--- src/rtl/mem_block_copier_if.sv ---
// Bus bundle for mem_block_copier: control handshake, memory port 1 (read) and port 2 (write).
// Fill ports are present only when MEMCOPY_FILL_EN is defined.
interface mem_block_copier_if #(
   parameter int ADDR_W = 16,
   parameter int DATA_W = 16
);
   logic              start;
   logic [ADDR_W-1:0] src_addr;
   logic [ADDR_W-1:0] dst_addr;
   logic [ADDR_W-1:0] len;
   logic              busy;
   logic              done;
   logic [ADDR_W-1:0] mem_a1;
   logic              mem_read1;
   logic [DATA_W-1:0] mem_r1;
   logic [ADDR_W-1:0] mem_a2;
   logic [DATA_W-1:0] mem_w2;
   logic              mem_write2;
   logic [1:0]        state_dbg;
`ifdef MEMCOPY_FILL_EN
   logic              fill;
   logic [DATA_W-1:0] fill_value;

   modport master (
      input  start, src_addr, dst_addr, len, mem_r1, fill, fill_value,
      output busy, done, mem_a1, mem_read1, mem_a2, mem_w2, mem_write2, state_dbg
   );
   modport slave (
      output start, src_addr, dst_addr, len, mem_r1, fill, fill_value,
      input  busy, done, mem_a1, mem_read1, mem_a2, mem_w2, mem_write2, state_dbg
   );
`else
   modport master (
      input  start, src_addr, dst_addr, len, mem_r1,
      output busy, done, mem_a1, mem_read1, mem_a2, mem_w2, mem_write2, state_dbg
   );
   modport slave (
      output start, src_addr, dst_addr, len, mem_r1,
      input  busy, done, mem_a1, mem_read1, mem_a2, mem_w2, mem_write2, state_dbg
   );
`endif
endinterface

--- src/rtl/mem_block_copier.sv ---
// Block copier (memmove) between port 1 (read) and port 2 (write) of a dual-port memory.
// Optional MEMCOPY_FILL_EN adds a fill mode that writes a constant to the destination.
module mem_block_copier #(
   parameter int ADDR_W = 16,
   parameter int DATA_W = 16
) (
   input  logic                 clk,
   input  logic                 rst_n,
   mem_block_copier_if.master   bus
);

   // Handshake: start is a one-cycle request honoured only in IDLE; busy covers the
   // copy and done pulses for one cycle after the last write, after which start is
   // accepted again. Reads are answered one cycle after the strobe.
   typedef enum logic [1:0] {
      S_IDLE  = 2'd0,
      S_RUN   = 2'd1,
      S_DRAIN = 2'd2,
      S_DONE  = 2'd3
   } state_t;

   state_t            state, state_nx;
   logic              busy_q, busy_d, done_q, done_d;
   logic              rd_q, rd_d, wr_q, wr_d;
   logic              desc_q, desc_d, fill_q, fill_d;
   logic [ADDR_W-1:0] a1_q, a1_d, a2_q, a2_d;
   logic [ADDR_W-1:0] wnext_q, wnext_d, rem_q, rem_d;
   logic [ADDR_W-1:0] step, last_off;
   logic              fill_in, go_desc;

`ifdef MEMCOPY_FILL_EN
   logic [DATA_W-1:0] fval_q, fval_d;
   assign fill_in    = bus.fill;
   assign bus.mem_w2 = fill_q ? fval_q : bus.mem_r1;
`else
   assign fill_in    = 1'b0;
   assign bus.mem_w2 = bus.mem_r1;
`endif

   assign step     = desc_q ? {ADDR_W{1'b1}} : ADDR_W'(1);
   assign last_off = bus.len - ADDR_W'(1);
   // Copying upwards into an overlapping region must start from the top word.
   assign go_desc  = (bus.dst_addr > bus.src_addr) && !fill_in;

   always_ff @(posedge clk or negedge rst_n) begin
      if (!rst_n) state <= S_IDLE;
      else        state <= state_nx;
   end

   always_comb begin
      state_nx = state;
      case (state)
         S_IDLE:  if (bus.start) state_nx = (bus.len == '0) ? S_DRAIN : S_RUN;
         S_RUN:   if (rem_q == '0) state_nx = fill_q ? S_DONE : S_DRAIN;
         S_DRAIN: state_nx = S_DONE;
         S_DONE:  state_nx = S_IDLE;
         default: state_nx = S_IDLE;
      endcase
   end

   always_comb begin
      busy_d  = busy_q;
      done_d  = 1'b0;
      rd_d    = rd_q;
      wr_d    = wr_q;
      a1_d    = a1_q;
      a2_d    = a2_q;
      wnext_d = wnext_q;
      rem_d   = rem_q;
      desc_d  = desc_q;
      fill_d  = fill_q;
`ifdef MEMCOPY_FILL_EN
      fval_d  = fval_q;
`endif
      case (state)
         S_IDLE: begin
            if (bus.start) begin
               busy_d = 1'b1;
               desc_d = go_desc;
               fill_d = fill_in;
               rem_d  = last_off;
`ifdef MEMCOPY_FILL_EN
               fval_d = bus.fill_value;
`endif
               // A zero-length request passes through DRAIN with no strobe raised.
               if (bus.len != '0) begin
                  if (fill_in) begin
                     wr_d    = 1'b1;
                     a2_d    = bus.dst_addr;
                     wnext_d = bus.dst_addr + ADDR_W'(1);
                  end else begin
                     rd_d    = 1'b1;
                     a1_d    = go_desc ? bus.src_addr + last_off : bus.src_addr;
                     wnext_d = go_desc ? bus.dst_addr + last_off : bus.dst_addr;
                  end
               end
            end
         end
         S_RUN: begin
            if (fill_q) begin
               if (rem_q == '0) begin
                  wr_d   = 1'b0;
                  busy_d = 1'b0;
                  done_d = 1'b1;
               end else begin
                  a2_d    = wnext_q;
                  wnext_d = wnext_q + ADDR_W'(1);
                  rem_d   = rem_q - ADDR_W'(1);
               end
            end else begin
               // Write of the word read last cycle, alongside the next read.
               wr_d    = 1'b1;
               a2_d    = wnext_q;
               wnext_d = wnext_q + step;
               if (rem_q == '0) begin
                  rd_d = 1'b0;
               end else begin
                  a1_d  = a1_q + step;
                  rem_d = rem_q - ADDR_W'(1);
               end
            end
         end
         S_DRAIN: begin
            wr_d   = 1'b0;
            busy_d = 1'b0;
            done_d = 1'b1;
         end
         default: ;
      endcase
   end

   always_ff @(posedge clk or negedge rst_n) begin
      if (!rst_n) begin
         busy_q  <= 1'b0;
         done_q  <= 1'b0;
         rd_q    <= 1'b0;
         wr_q    <= 1'b0;
         a1_q    <= '0;
         a2_q    <= '0;
         wnext_q <= '0;
         rem_q   <= '0;
         desc_q  <= 1'b0;
         fill_q  <= 1'b0;
`ifdef MEMCOPY_FILL_EN
         fval_q  <= '0;
`endif
      end else begin
         busy_q  <= busy_d;
         done_q  <= done_d;
         rd_q    <= rd_d;
         wr_q    <= wr_d;
         a1_q    <= a1_d;
         a2_q    <= a2_d;
         wnext_q <= wnext_d;
         rem_q   <= rem_d;
         desc_q  <= desc_d;
         fill_q  <= fill_d;
`ifdef MEMCOPY_FILL_EN
         fval_q  <= fval_d;
`endif
      end
   end

   assign bus.busy       = busy_q;
   assign bus.done       = done_q;
   assign bus.mem_a1     = a1_q;
   assign bus.mem_read1  = rd_q;
   assign bus.mem_a2     = a2_q;
   assign bus.mem_write2 = wr_q;
   assign bus.state_dbg  = state;

endmodule

--- src/flat_wrapper.sv ---
// flat-port wrapper written by rule: the top's interface ports become plain ports
module mem_block_copier_flat 
#(
   parameter int ADDR_W = 16,
   parameter int DATA_W = 16
)
  (clk, rst_n, bus_start, bus_src_addr, bus_dst_addr, bus_len, bus_mem_r1, bus_busy, bus_done, bus_mem_a1, bus_mem_read1, bus_mem_a2, bus_mem_w2, bus_mem_write2, bus_state_dbg);
  mem_block_copier_if #(.ADDR_W(ADDR_W), .DATA_W(DATA_W)) bus_i ();
  input  logic clk;
  input  logic rst_n;
  input wire logic [$bits(bus_i.start)-1:0] bus_start;
  input wire logic [$bits(bus_i.src_addr)-1:0] bus_src_addr;
  input wire logic [$bits(bus_i.dst_addr)-1:0] bus_dst_addr;
  input wire logic [$bits(bus_i.len)-1:0] bus_len;
  input wire logic [$bits(bus_i.mem_r1)-1:0] bus_mem_r1;
  output wire logic [$bits(bus_i.busy)-1:0] bus_busy;
  output wire logic [$bits(bus_i.done)-1:0] bus_done;
  output wire logic [$bits(bus_i.mem_a1)-1:0] bus_mem_a1;
  output wire logic [$bits(bus_i.mem_read1)-1:0] bus_mem_read1;
  output wire logic [$bits(bus_i.mem_a2)-1:0] bus_mem_a2;
  output wire logic [$bits(bus_i.mem_w2)-1:0] bus_mem_w2;
  output wire logic [$bits(bus_i.mem_write2)-1:0] bus_mem_write2;
  output wire logic [$bits(bus_i.state_dbg)-1:0] bus_state_dbg;
  assign bus_i.start = bus_start;
  assign bus_i.src_addr = bus_src_addr;
  assign bus_i.dst_addr = bus_dst_addr;
  assign bus_i.len = bus_len;
  assign bus_i.mem_r1 = bus_mem_r1;
  assign bus_busy = bus_i.busy;
  assign bus_done = bus_i.done;
  assign bus_mem_a1 = bus_i.mem_a1;
  assign bus_mem_read1 = bus_i.mem_read1;
  assign bus_mem_a2 = bus_i.mem_a2;
  assign bus_mem_w2 = bus_i.mem_w2;
  assign bus_mem_write2 = bus_i.mem_write2;
  assign bus_state_dbg = bus_i.state_dbg;
  mem_block_copier #(.ADDR_W(ADDR_W), .DATA_W(DATA_W)) u_core (.clk(clk), .rst_n(rst_n), .bus(bus_i));
endmodule
--- config.mk ---
export PLATFORM = sky130hd
export DESIGN_NAME = mem_block_copier_flat
export DESIGN_NICKNAME = d
export VERILOG_FILES = /design/src/rtl/mem_block_copier_if.sv /design/src/rtl/mem_block_copier.sv /design/src/flat_wrapper.sv
export SDC_FILE = /design/constraint.sdc
export NUM_CORES = 1
export LEC_CHECK = 0
export BUFFER_PORTS_ARGS = -buffer_cell sky130_fd_sc_hd__buf_2
export CAP_MARGIN = 20
export CELL_PAD_IN_SITES_DETAIL_PLACEMENT = 0
export CELL_PAD_IN_SITES_GLOBAL_PLACEMENT = 1
export CORE_ASPECT_RATIO = 1.1
export CORE_MARGIN = 3
export CORE_UTILIZATION = 40
export DETAILED_ROUTE_END_ITERATION = 12
export PLACE_DENSITY_LB_ADDON = 0.1
export SLEW_MARGIN = 5
export SYNTH_ARGS = -nofsm -noshare
export SYNTH_HDL_FRONTEND = slang
export SYNTH_SLANG_ARGS = --single-unit
--- constraint.sdc ---
create_clock -name clk -period 9.1 [get_ports clk]
set_clock_uncertainty 0.15 [all_clocks]
set_input_delay 0.455 -clock clk [delete_from_list [all_inputs] [get_ports clk]]
set_output_delay 0.455 -clock clk [all_outputs]
set_load 0.03 [all_outputs]
==> results.cfg <==
[placement]
place_area_mm2 = 0.007714
dpl_worst_slack_ns = 4.815
gp_congestion = 0.8679
port_buffers = 88
dpl.hpwl_um = 16230

[clock_tree]
cts_resized = 0
h-tree-depth = 3
clock_latency_ns = 0.34
path_clk_slew_ns = 0.06
cts_setup_buffers = 0
cts_buffer_depth = 2
tritoncts = done
clockRootBuffer = clkbuf_16
cts_hold_buf = 0
cts-buffers-inserted = 9
cts.sink_count = 71

[job]
cap_violations = 0

[routing]
ant_nets = 0
vias = 6557
drt-initial-drc-count = 423
drt_pass1_iterations = 5
wl_per_cell_um = 18.01
wl_um = 20850
drcViolationCount = 0
via_per_inst = 5.662

[final_layout]
fin_nets = 1077
nFillCells = 1776
design_area_mm2 = 0.008041
diodes = 0
drive_above_1_share_pct = 16.13
syn2layout_area_growth_pct = 12.71
final_core_util_pct = 46.57

[synth]
synthArstFlopShare_pct = 100.0
yosysTopAreaCell = dfrtp_1
synth.cell_area_mm2 = 0.007134
ys_seq_elements = 71
syn_inst = 855
yosys_warnings = 0
synth.distinct_cells = 65
synth_area_leaders = dfrtp_1 (25%), ha_1 (15%), a21oi_1 (5.5%)
synth.avg_cell_area_um2 = 8.344
yosysSeqAreaShare_pct = 24.90
synth_commonest_cells = ha_1 (87), a21oi_1 (79), nand2_1 (72), o21ai_0 (72), dfrtp_1 (71)
yosys_most_used_dff = dfrtp_1
synth_most_common_cell = ha_1
synth_edf_count = 0
synth_top_area_share_pct = 24.90
mappedNetlistNets = 1013

[grt]
grt_use_total_pct = 21.29
grt_max_degree = 72
gr-total-overflow = 0
grt_pass1_wl_um = 33460
grt_pass1_vias = 6389
antenna_found_initial = 0

[pwr]
comb_power_share_pct = 63.9
seq_power_share_pct = 21.6
ir_drop_mv = 0.1327
clockPowerShare_pct = 14.5
p_sw_share_pct = 48.83
p_sw_uw = 1358
p_int_uw = 1423
power_density_mw_per_mm2 = 345.8
p_leak_uw = 0.003720

[critical_path]
start_kind = input port
path_class = in -> reg
cp-end-kind = flip-flop
cp_data_required_time_ns = 9.21
crit_path_max_fanout = 5
arrival_ns = 4.06

[worst_hold_path]
hold_path_class = in -> async

[timing]
slew_viol_final = 0
period_share_pct = 43.44
maxSlewHeadroom_pct = 35.74
period_needed_ns = 3.953
setup_violations = 0
fin_tns_setup_ns = 0
hold_violations = 0
whs_ns = 0.1100
rsz0062_at_grt = false
worst_pin_slew_ns = 0.9638
fmax_ghz = 0.2530
finalWorstSetupSlack_ns = 5.147

[floorplan]
die_area_mm2 = 0.01948
die_w_um = 133.3
start_util_pct = 41.32
core_area_mm2 = 0.01727
fp.dieH_um = 146.1
rows = 50
pin_count = 121

[outcome]
outcome = finished, final reports clean
flip-flops by register name (all words and copies together) (netlist names):
register               flops
u_core.bus.mem_write2      1
u_core.bus.mem_a1         16
u_core.rem_q              16
u_core.bus.done            1
u_core.bus.state_dbg       2
u_core.bus.mem_read1       1
u_core.desc_q              1
u_core.wnext_q            16
u_core.bus.busy            1
u_core.bus.mem_a2         16
power groups by stage:
stage / Clock, µW / Sequential [µW] / Combinational [µW]
after global routing: 429 / 623 / 2000
after detailed placement: 0 / 607 / 1770
final: 402 / 601 / 1780
after global placement: 0 / 601 / 1740
after floorplan: 0 / 747 / 1210
after CTS: 416 / 601 / 1780
final timing paths:
path	startpoint	endpoint	slack, ns	cells past startpoint
hold reg to reg	u_core.bus.mem_write2	u_core.bus.mem_write2	0.34	2
min in group clk	bus_len[0]	u_core.rem_q[0]	0.21	2
setup reg to reg	u_core.desc_q	u_core.wnext_q[14]	5.78	12
setup / recovery	bus_len[2]	u_core.bus.mem_a1[15]	5.15	14
max in group asynchronous	rst_n	u_core.rem_q[9]	8.06	1
hold / removal	rst_n	u_core.bus.mem_a2[1]	0.11	1
stage by stage:
step / power, µW / cells
after global placement: 2344 / 1142
after global routing: 3048 / 1158
after CTS: 2798 / 1158
after detailed placement: 2377 / 1142
after floorplan: 1957 / 855
final: 2780 / 1158
area by class of cell:
type / instances / area (µm²) / area share, %
clock buffers: 9 / 225.2 / 2.801
multi-input cells: 702 / 4999 / 62.16
inverters: 40 / 150.1 / 1.867
clock inverters: 7 / 102.6 / 1.276
repair buffers: 95 / 495.5 / 6.162
well taps: 234 / 292.8 / 3.641
flip-flops and latches: 71 / 1777 / 22.09
cells by family (layout without fill, tap and decap cells):
| logic type | Yosys count | count (layout) | share of synthesized area (%) |
|---|---|---|---|
| AOI/OAI and AO/OA | 276 | 276 | 24.26 |
| and+or+nand+nor | 245 | 245 | 17.22 |
| adders and majority gates | 91 | 91 | 16.38 |
| buffers and inverters | 82 | 151 | 5.314 |
| DFF | 71 | 71 | 24.90 |
| xor gates and xnor gates | 56 | 56 | 6.875 |
| muxes | 34 | 34 | 5.051 |
critical path, cell delays in order:
cell	delay, ns
buf_2	0.13
or4_4	0.57
nor3_4	0.17
nand2_1	0.18
xnor2_1	0.38
ha_1	0.37
and4_1	0.18
a211oi_1	0.27
a21boi_0	0.22
o31a_1	0.28
or3_1	0.39
a21oi_2	0.16
xnor2_1	0.09
a211oi_2	0.21
metal layers:
layer,global-route usage [%],vias to the layer above,wire length [µm]
met3,3.687,34,988
met4,6.173,0,455
li1,-,3244,-
met5,0,-,0
met1,29.02,3107,9835
met2,34.71,172,9572
cells in the final DEF (no fill, tap or decap), drive strengths merged, types with 19 or more instances in the layout:
cell,instances
xor2,27
a211oi,20
dfrtp,71
xnor2,29
nand3,19
o21ai,72
nor3,29
nor2,55
inv,43
a21o,28
buf,95
ha,87
a21oi,80
nand2,73
Note: power is estimated with default switching activity, not from simulation.
